### src/rtl/bennett_pkg.sv
`default_nettype none
// ============================================================================
// Module  : bennett_pkg
// Purpose : Shared Bennett clock-bus types, defaults and thermometer helper.
// Rev     : 1.0  initial release
// ============================================================================
package bennett_pkg;

    localparam int PHASES_DEF = 4;
    localparam int MAX_PHASES = 32;
    localparam int MAX_K_W    = 6;

    typedef enum logic [2:0] {
        IDLE  = 3'd0,
        RISE  = 3'd1,
        TOP   = 3'd2,
        FALL  = 3'd3,
        ERROR = 3'd4
    } phase_state_e;

    typedef struct packed {
        logic               valid;
        logic [MAX_K_W-1:0] k;
    } thermo_t;

    // Valid only when the set bits form a contiguous run starting at bit 0.
    function automatic thermo_t is_thermo(input logic [MAX_PHASES-1:0] vec);
        thermo_t               res;
        logic [MAX_PHASES-1:0] mask;
        res.k = '0;
        for (int i = 0; i < MAX_PHASES; i++) begin
            res.k = res.k + MAX_K_W'(vec[i]);
        end
        for (int i = 0; i < MAX_PHASES; i++) begin
            mask[i] = (MAX_K_W'(i) < res.k);
        end
        res.valid = (vec == mask);
        return res;
    endfunction

endpackage
`default_nettype wire

### src/rtl/bennett_thermo_check.sv
`default_nettype none
// ============================================================================
// Module  : bennett_thermo_check
// Purpose : Combinational popcount and thermometer-code validity of a phase vector.
// Rev     : 1.0  initial release
// ============================================================================
module bennett_thermo_check
    import bennett_pkg::*;
#(
    parameter int PHASES = PHASES_DEF
) (
    input  logic [PHASES-1:0]           vec,
    output logic                        valid,
    output logic [$clog2(PHASES+1)-1:0] k
);

    localparam int LVL_W = $clog2(PHASES + 1);

    thermo_t w_res;

    always_comb begin
        w_res = is_thermo(MAX_PHASES'(vec));
        valid = w_res.valid;
        k     = LVL_W'(w_res.k);
    end

endmodule
`default_nettype wire

### src/rtl/bennett_phase_decoder.sv
`default_nettype none
// ============================================================================
// Module  : bennett_phase_decoder
// Purpose : Tracks the Bennett rise/top/fall/idle phase sequence and emits strobes.
// Rev     : 1.0  initial release
// ============================================================================
module bennett_phase_decoder
    import bennett_pkg::*;
#(
    parameter int PHASES = PHASES_DEF,
    parameter int CNT_W  = 16
) (
    input  logic                        clk,
    input  logic                        reset_n,
    input  logic [PHASES-1:0]           clkp,
    input  logic                        instFlag,
    input  logic                        err_clr,
    output logic [$clog2(PHASES+1)-1:0] level,
    output logic                        dir,
    output logic [PHASES-1:0]           stage_en,
    output logic [PHASES-1:0]           stage_rel,
    output logic                        cycle_done,
    output logic [CNT_W-1:0]            cycle_count,
    output logic                        err,
    output logic                        locked
);

    localparam int               LVL_W    = $clog2(PHASES + 1);
    localparam logic [LVL_W-1:0] C_ONE    = LVL_W'(1);
    localparam logic [LVL_W-1:0] C_TOP    = LVL_W'(PHASES);
    localparam logic [LVL_W-1:0] C_TOP_M1 = LVL_W'(PHASES - 1);

    logic [PHASES-1:0] r_clkp_q;
    logic              r_if_q;
    phase_state_e      r_state, w_nxt_state;
    logic              r_synced;
    logic [LVL_W-1:0]  r_level, w_nxt_level;
    logic              r_dir, w_nxt_dir;
    logic [PHASES-1:0] r_stage_en, r_stage_rel, w_nxt_en, w_nxt_rel;
    logic              r_done, w_nxt_done;
    logic [CNT_W-1:0]  r_count, w_nxt_count;
    logic              r_err, r_locked;
    logic              w_err_det;
    logic              w_valid;
    logic [LVL_W-1:0]  w_k;
    logic              w_all_low, w_boundary;

    bennett_thermo_check #(.PHASES(PHASES)) u_thermo (
        .vec   (r_clkp_q),
        .valid (w_valid),
        .k     (w_k)
    );

    assign w_all_low  = (r_clkp_q == '0);
    assign w_boundary = w_all_low & r_if_q;

    always_comb begin
        w_nxt_state = r_state;
        w_nxt_level = r_level;
        w_nxt_dir   = r_dir;
        w_nxt_en    = '0;
        w_nxt_rel   = '0;
        w_nxt_done  = 1'b0;
        w_nxt_count = r_count;
        w_err_det   = 1'b0;
        case (r_state)
            IDLE: begin
                // Stale levels right after reset are tolerated until the first boundary.
                if (!w_valid) begin
                    w_err_det = 1'b1;
                end else if (w_boundary) begin
                    w_nxt_state = RISE;
                    w_nxt_dir   = 1'b1;
                end else if (!w_all_low && r_synced) begin
                    w_err_det = 1'b1;
                end
            end
            RISE: begin
                if (!w_valid) begin
                    w_err_det = 1'b1;
                end else if (w_k == r_level) begin
                    w_nxt_state = RISE;
                end else if (w_k == r_level + C_ONE) begin
                    w_nxt_level = w_k;
                    w_nxt_en    = PHASES'(1) << (w_k - C_ONE);
                    if (w_k == C_TOP) begin
                        w_nxt_state = TOP;
                    end
                end else begin
                    w_err_det = 1'b1;
                end
            end
            TOP: begin
                if (w_valid && w_k == C_TOP) begin
                    w_nxt_state = TOP;
                end else if (w_valid && w_k == C_TOP_M1) begin
                    w_nxt_state = FALL;
                    w_nxt_dir   = 1'b0;
                    w_nxt_level = C_TOP_M1;
                    w_nxt_rel   = PHASES'(1) << C_TOP_M1;
                end else begin
                    w_err_det = 1'b1;
                end
            end
            FALL: begin
                if (!w_valid) begin
                    w_err_det = 1'b1;
                end else if (w_k == r_level) begin
                    w_nxt_state = FALL;
                end else if (w_k == r_level - C_ONE) begin
                    w_nxt_level = w_k;
                    w_nxt_rel   = PHASES'(1) << w_k;
                    if (w_k == '0) begin
                        w_nxt_state = IDLE;
                        w_nxt_done  = 1'b1;
                        w_nxt_count = r_count + CNT_W'(1);
                    end
                end else begin
                    w_err_det = 1'b1;
                end
            end
            ERROR: begin
                w_nxt_level = '0;
                w_nxt_dir   = 1'b0;
                if (w_boundary) begin
                    w_nxt_state = RISE;
                    w_nxt_dir   = 1'b1;
                end
            end
            default: begin
                w_nxt_state = IDLE;
            end
        endcase
        if (w_err_det) begin
            w_nxt_state = ERROR;
            w_nxt_level = '0;
            w_nxt_dir   = 1'b0;
            w_nxt_en    = '0;
            w_nxt_rel   = '0;
        end
    end

    always_ff @(posedge clk or negedge reset_n) begin
        if (!reset_n) begin
            r_clkp_q    <= '0;
            r_if_q      <= 1'b0;
            r_state     <= IDLE;
            r_synced    <= 1'b0;
            r_level     <= '0;
            r_dir       <= 1'b0;
            r_stage_en  <= '0;
            r_stage_rel <= '0;
            r_done      <= 1'b0;
            r_count     <= '0;
            r_err       <= 1'b0;
            r_locked    <= 1'b0;
        end else begin
            r_clkp_q    <= clkp;
            r_if_q      <= instFlag;
            r_state     <= w_nxt_state;
            r_level     <= w_nxt_level;
            r_dir       <= w_nxt_dir;
            r_stage_en  <= w_nxt_en;
            r_stage_rel <= w_nxt_rel;
            r_done      <= w_nxt_done;
            r_count     <= w_nxt_count;
            r_err       <= w_err_det | (r_err & ~err_clr);
            r_locked    <= (w_nxt_state == RISE) || (w_nxt_state == TOP) ||
                           (w_nxt_state == FALL);
            if (w_nxt_state == RISE) begin
                r_synced <= 1'b1;
            end
        end
    end

    assign level       = r_level;
    assign dir         = r_dir;
    assign stage_en    = r_stage_en;
    assign stage_rel   = r_stage_rel;
    assign cycle_done  = r_done;
    assign cycle_count = r_count;
    assign err         = r_err;
    assign locked      = r_locked;

endmodule
`default_nettype wire

### config.mk
export PLATFORM = sky130hd
export DESIGN_NAME = bennett_phase_decoder
export DESIGN_NICKNAME = d
export VERILOG_FILES = /design/src/rtl/bennett_pkg.sv /design/src/rtl/bennett_thermo_check.sv /design/src/rtl/bennett_phase_decoder.sv
export SDC_FILE = /design/constraint.sdc
export NUM_CORES = 1
export LEC_CHECK = 0
export CAP_MARGIN = 5
export CORE_UTILIZATION = 53
export CTS_CLUSTER_SIZE = 16
export DETAILED_ROUTE_END_ITERATION = 7
export PLACE_DENSITY = 0.8
export SETUP_SLACK_MARGIN = 0.2
export SLEW_MARGIN = 25
export SYNTH_ARGS = -nofsm -noshare
export SYNTH_HDL_FRONTEND = slang
export SYNTH_SLANG_ARGS = --single-unit
### constraint.sdc
create_clock -name clk -period 3.54 [get_ports clk]
set_input_delay 0.708 -clock clk [delete_from_list [all_inputs] [get_ports clk]]
set_output_delay 0.708 -clock clk [all_outputs]
set_load 0.01 [all_outputs]
==> impl_summary.txt <==
----------------------------------------------------
[Run status]
  Run status ... finished, final reports clean

[Global route]
  Wire length of the first global-routing pass ... 7583 um
  Antenna violations before repair ... 0
  Total congestion overflow ... 0
  Largest net degree at the start of global routing ... slightly above 40
  Gr usage total ... 0.2293
  Number of global-route vias before repair ... 1632

[Worst setup path]
  Crit path max-delay cell type ... sky130_fd_sc_hd__or3b_1
  Number of gates on the worst path with buffers counted ... 11
  Slowest cell delay on critical path ... roughly 0.45 ns
  Buffering stage count on the worst path with inverters included ... 2
  Required time of the critical path ... between 3 and 4 ns
  Largest fanout of any net on the critical path ... 6
  Cell family with most CP delay ... adder cells
  Critical path cell sequence ... inv_1 -> ha_1 -> inv_1 -> fa_1 -> ha_2 -> or3b_1 -> o211a_1 -> o21ai_0 -> a21o_4 -> nand2_4 -> o41ai_2
  Worst Reg-to-Reg Cells ... 11
  Dominant cell type by count on the critical path ... sky130_fd_sc_hd__inv_1
  Classification of the worst setup path ... flip-flop to flip-flop
  Kind of end point of the critical path ... flip-flop
  Worst EP arrival ... 3.39 ns
  Critical path launch point type ... flip-flop

[Clock network]
  Clock tree buffer depth ... 2
  Clock insertion delay at the later pin of the skew report ... 0.30 ns
  Sink Count ... 40
  CTS Buf Count ... 5
  CTS H-tree depth ... 2
  Root buffer cell ... sky130_fd_sc_hd__clkbuf_8
  Clock tree from TritonCTS ... built
  Clock input transition at the sequential cells of the worst setup and hold paths ... 0.08 ns
  Post-cts hold buffer count ... 0

[Synth]
  Synth async-reset ratio ... 1.000
  Adder-cell area share of the yosys netlist ... 0.05327
  Simple logic cell fraction of the synthesized area ... 0.2131
  Mux cell area share after synthesis ... 0.004994
  Dominant combinational cell family by area after synthesis ... simple AND/OR/NAND/NOR gates
  Complex-gate fraction of the synthesized area ... 0.1315
  Gate count of the mapped netlist ... 207
  Post-Synthesis Mean Instance Area ... 10.89 sq um
  Library cell occupying the most area in the post-synthesis netlist ... sky130_fd_sc_hd__dfrtp_1
  Most used DFF post-synth ... sky130_fd_sc_hd__dfrtp_1
  Proportion of synthesized chip area in sequential cells ... 0.4440
  Register bit total from synthesis ... 40
  Post-synth EDFFs ... 0
  Share of the synthesized area in the top cell type ... 0.4440
  Yosys warnings ... 0
  Main area contributors after synthesis ... sky130_fd_sc_hd__dfrtp_1 (44%), sky130_fd_sc_hd__xor2_1 (4.7%), sky130_fd_sc_hd__ha_1 (4.4%)
  Synth cell types ... 57
  Post-Syn Nets ... 224
  Cell area after synthesis ... 2255 sq um
  Parity-gate share of the synthesized area counting xor and xnor cells ... 0.1060

[Die]
  Full die area ... 4519 sq um
  Die extent in x ... 67.23 um
  Overall die height ... 67.23 um
  Site row count ... 23
  I/O pins ... 39
  Starting density of the core ... 0.5596
  Core Area ... 4029 sq um

[Finish]
  Share of layout cells above drive strength 1 ... 0.1575
  Post-route core utilization ... 0.7099
  Reg area ... 1001 sq um
  N_diodes ... 0
  Fillcell total ... 302
  Number of nets in the finished design ... 270
  Final Cell Area ... 2860 sq um
  P&R area growth vs syn ... 26.86%
  Area occupied by multi-input gates ... 1171 sq um

[Timing]
  RSZ-0062 raised after global routing ... true
  Final Slew Violations ... 0
  Setup_tns ... 0 ns
  Worst hold margin ... 0.4724 ns
  Max Clock Skew ... ~0.0079 ns
  Worst Max-Slew Pin Slew ... 0.8423 ns
  Final clock period utilization by the worst path ... 0.9011
  Final setup violation count ... 0
  Slew headroom ... 0.4385
  Maximum frequency from static timing analysis ... about 310 MHz
  Tmin final ... 3.190 ns
  Count of endpoints failing hold in the final timing report ... 0

[Routing]
  Detailed-router iteration count before antenna repair ... 4
  Total wire length after detailed routing ... about 4500 um
  1st-iter DRT viols ... ~110
  Remaining antenna violation count ... 0
  WL per Instance ... 14.72 um
  DRC ... 0
  Post-DR vias/cell ... about 5.6
  Vias post-DR ... ~1.7k

[Power and ir drop]
  LEAKAGE ... 0.001303 uW
  Worst voltage drop across the vdd grid ... 0.0003373 V
  P per Cell Area ... 406.4 nW/um^2

[Placement]
  Count of port buffers added during placement ... 38
  Placed instance area ... ~2700 sq um
  Final weighted congestion in routability-driven placement ... about 0.84
  DPL Wire Length ... 3290 um

[Run]
  MaxCap Viol Count ... 0

[Min path]
  Worst min-delay path class ... flip-flop to flip-flop
  Worst hold path depth ... 1

----------------------------------------------------
-- layout make-up --
class,count,share of cell area
Inverter,18,0.02362
Multi-Input combinational cell,143,0.4094
Clock buffer,7,0.03368
Sequential cell,40,0.3500
Timing Repair Buffer,45,0.1509
Clock inverter,1,0.01050
Tap cell,50,0.02187
-- Yosys cell counts (3+ instances only) --
library cell / instances
sky130_fd_sc_hd__ha_1: 8
sky130_fd_sc_hd__xor2_1: 12
sky130_fd_sc_hd__nand3_1: 8
sky130_fd_sc_hd__nand2b_1: 3
sky130_fd_sc_hd__inv_1: 17
sky130_fd_sc_hd__nor3_1: 6
sky130_fd_sc_hd__xnor2_1: 10
sky130_fd_sc_hd__nor2_1: 24
sky130_fd_sc_hd__nor3_2: 3
sky130_fd_sc_hd__nor4_1: 3
sky130_fd_sc_hd__a31oi_1: 3
sky130_fd_sc_hd__nand2_1: 10
sky130_fd_sc_hd__a21oi_1: 4
sky130_fd_sc_hd__nand4_1: 4
sky130_fd_sc_hd__dfrtp_1: 40
-- flip-flops by register name, summed over array words and instances (netlist names) --
register / cells
cycle_count: 16
cycle_done: 1
dir: 1
err: 1
level: 3
locked: 1
r_clkp_q: 4
r_if_q: 1
r_state: 3
r_synced: 1
stage_en: 4
stage_rel: 4
-- through the flow --
stage               std cells  setup slack, ns  power [uW]
finish                    304           0.3502        1162
floorplan                 207           0.4642       681.0
global placement          291           0.2854       743.5
detailed placement        291           0.2329       746.8
global route              304           0.1610        1210
CTS                       299           0.2122        1156
-- cells by family (layout without fill, tap and decap cells) --
kind of cell	Yosys count	count (layout)
AO/OA/AOI/OAI	30	30
XOR/XNOR	24	24
AND/OR/NAND/NOR	79	79
flip-flops	40	40
buffers and inverters	24	71
multiplexers	1	1
adder cells (fa/ha/maj)	9	9
-- worst paths after layout --
check	startpoint	endpoint	slack, ns
max in group asynchronous	reset_n	stage_en[0]$_DFF_PN0_	2.49
hold reg to reg	cycle_count[15]$_DFFE_PN0P_	cycle_count[15]$_DFFE_PN0P_	0.47
setup reg to reg	r_clkp_q[0]$_DFF_PN0_	r_synced$_DFFE_PN0N_	0.35
min in group asynchronous	reset_n	level[2]$_DFFE_PN0P_	0.51
setup / recovery	r_clkp_q[0]$_DFF_PN0_	r_synced$_DFFE_PN0N_	0.35
hold / removal	cycle_count[15]$_DFFE_PN0P_	cycle_count[15]$_DFFE_PN0P_	0.47
-- layout by cell type, fill, tap and decap left out, types with 3 or more instances in the layout --
cell,count
sky130_fd_sc_hd__buf_4,6
sky130_fd_sc_hd__inv_1,17
sky130_fd_sc_hd__nor4_1,3
sky130_fd_sc_hd__xor2_1,12
sky130_fd_sc_hd__nand4_1,4
sky130_fd_sc_hd__nand2_1,10
sky130_fd_sc_hd__nand2b_1,3
sky130_fd_sc_hd__clkbuf_8,7
sky130_fd_sc_hd__clkdlybuf4s50_1,37
sky130_fd_sc_hd__xnor2_1,10
sky130_fd_sc_hd__nor3_1,6
sky130_fd_sc_hd__a21oi_1,4
sky130_fd_sc_hd__ha_1,6
sky130_fd_sc_hd__nor3_2,3
sky130_fd_sc_hd__a31oi_1,3
sky130_fd_sc_hd__nand3_1,8
sky130_fd_sc_hd__nor2_1,22
sky130_fd_sc_hd__dfrtp_1,40
-- repair_timing --
| item | CTS | global route |
|---|---|---|
| buffers inserted | 0 | 5 |
| endpoints found under the hold margin | 0 | 0 |
| resized for setup | 0 | 8 |
| endpoints found under the setup margin | 0 | 19 |
-- power breakdown --
group | switching, uW | internal, uW
registers | 23.5 | 477
logic | 145 | 108
clock network | 160 | 249
-- metal layers --
metal	GRT usage	share of wire	up-vias
met5	0	0	-
met4	0.08245	0.014	0
met3	0.05405	0.072	9
met2	0.3638	0.47	68
met1	0.3051	0.45	808
li1	-	-	817
Note: power is estimated with default switching activity, not from simulation.
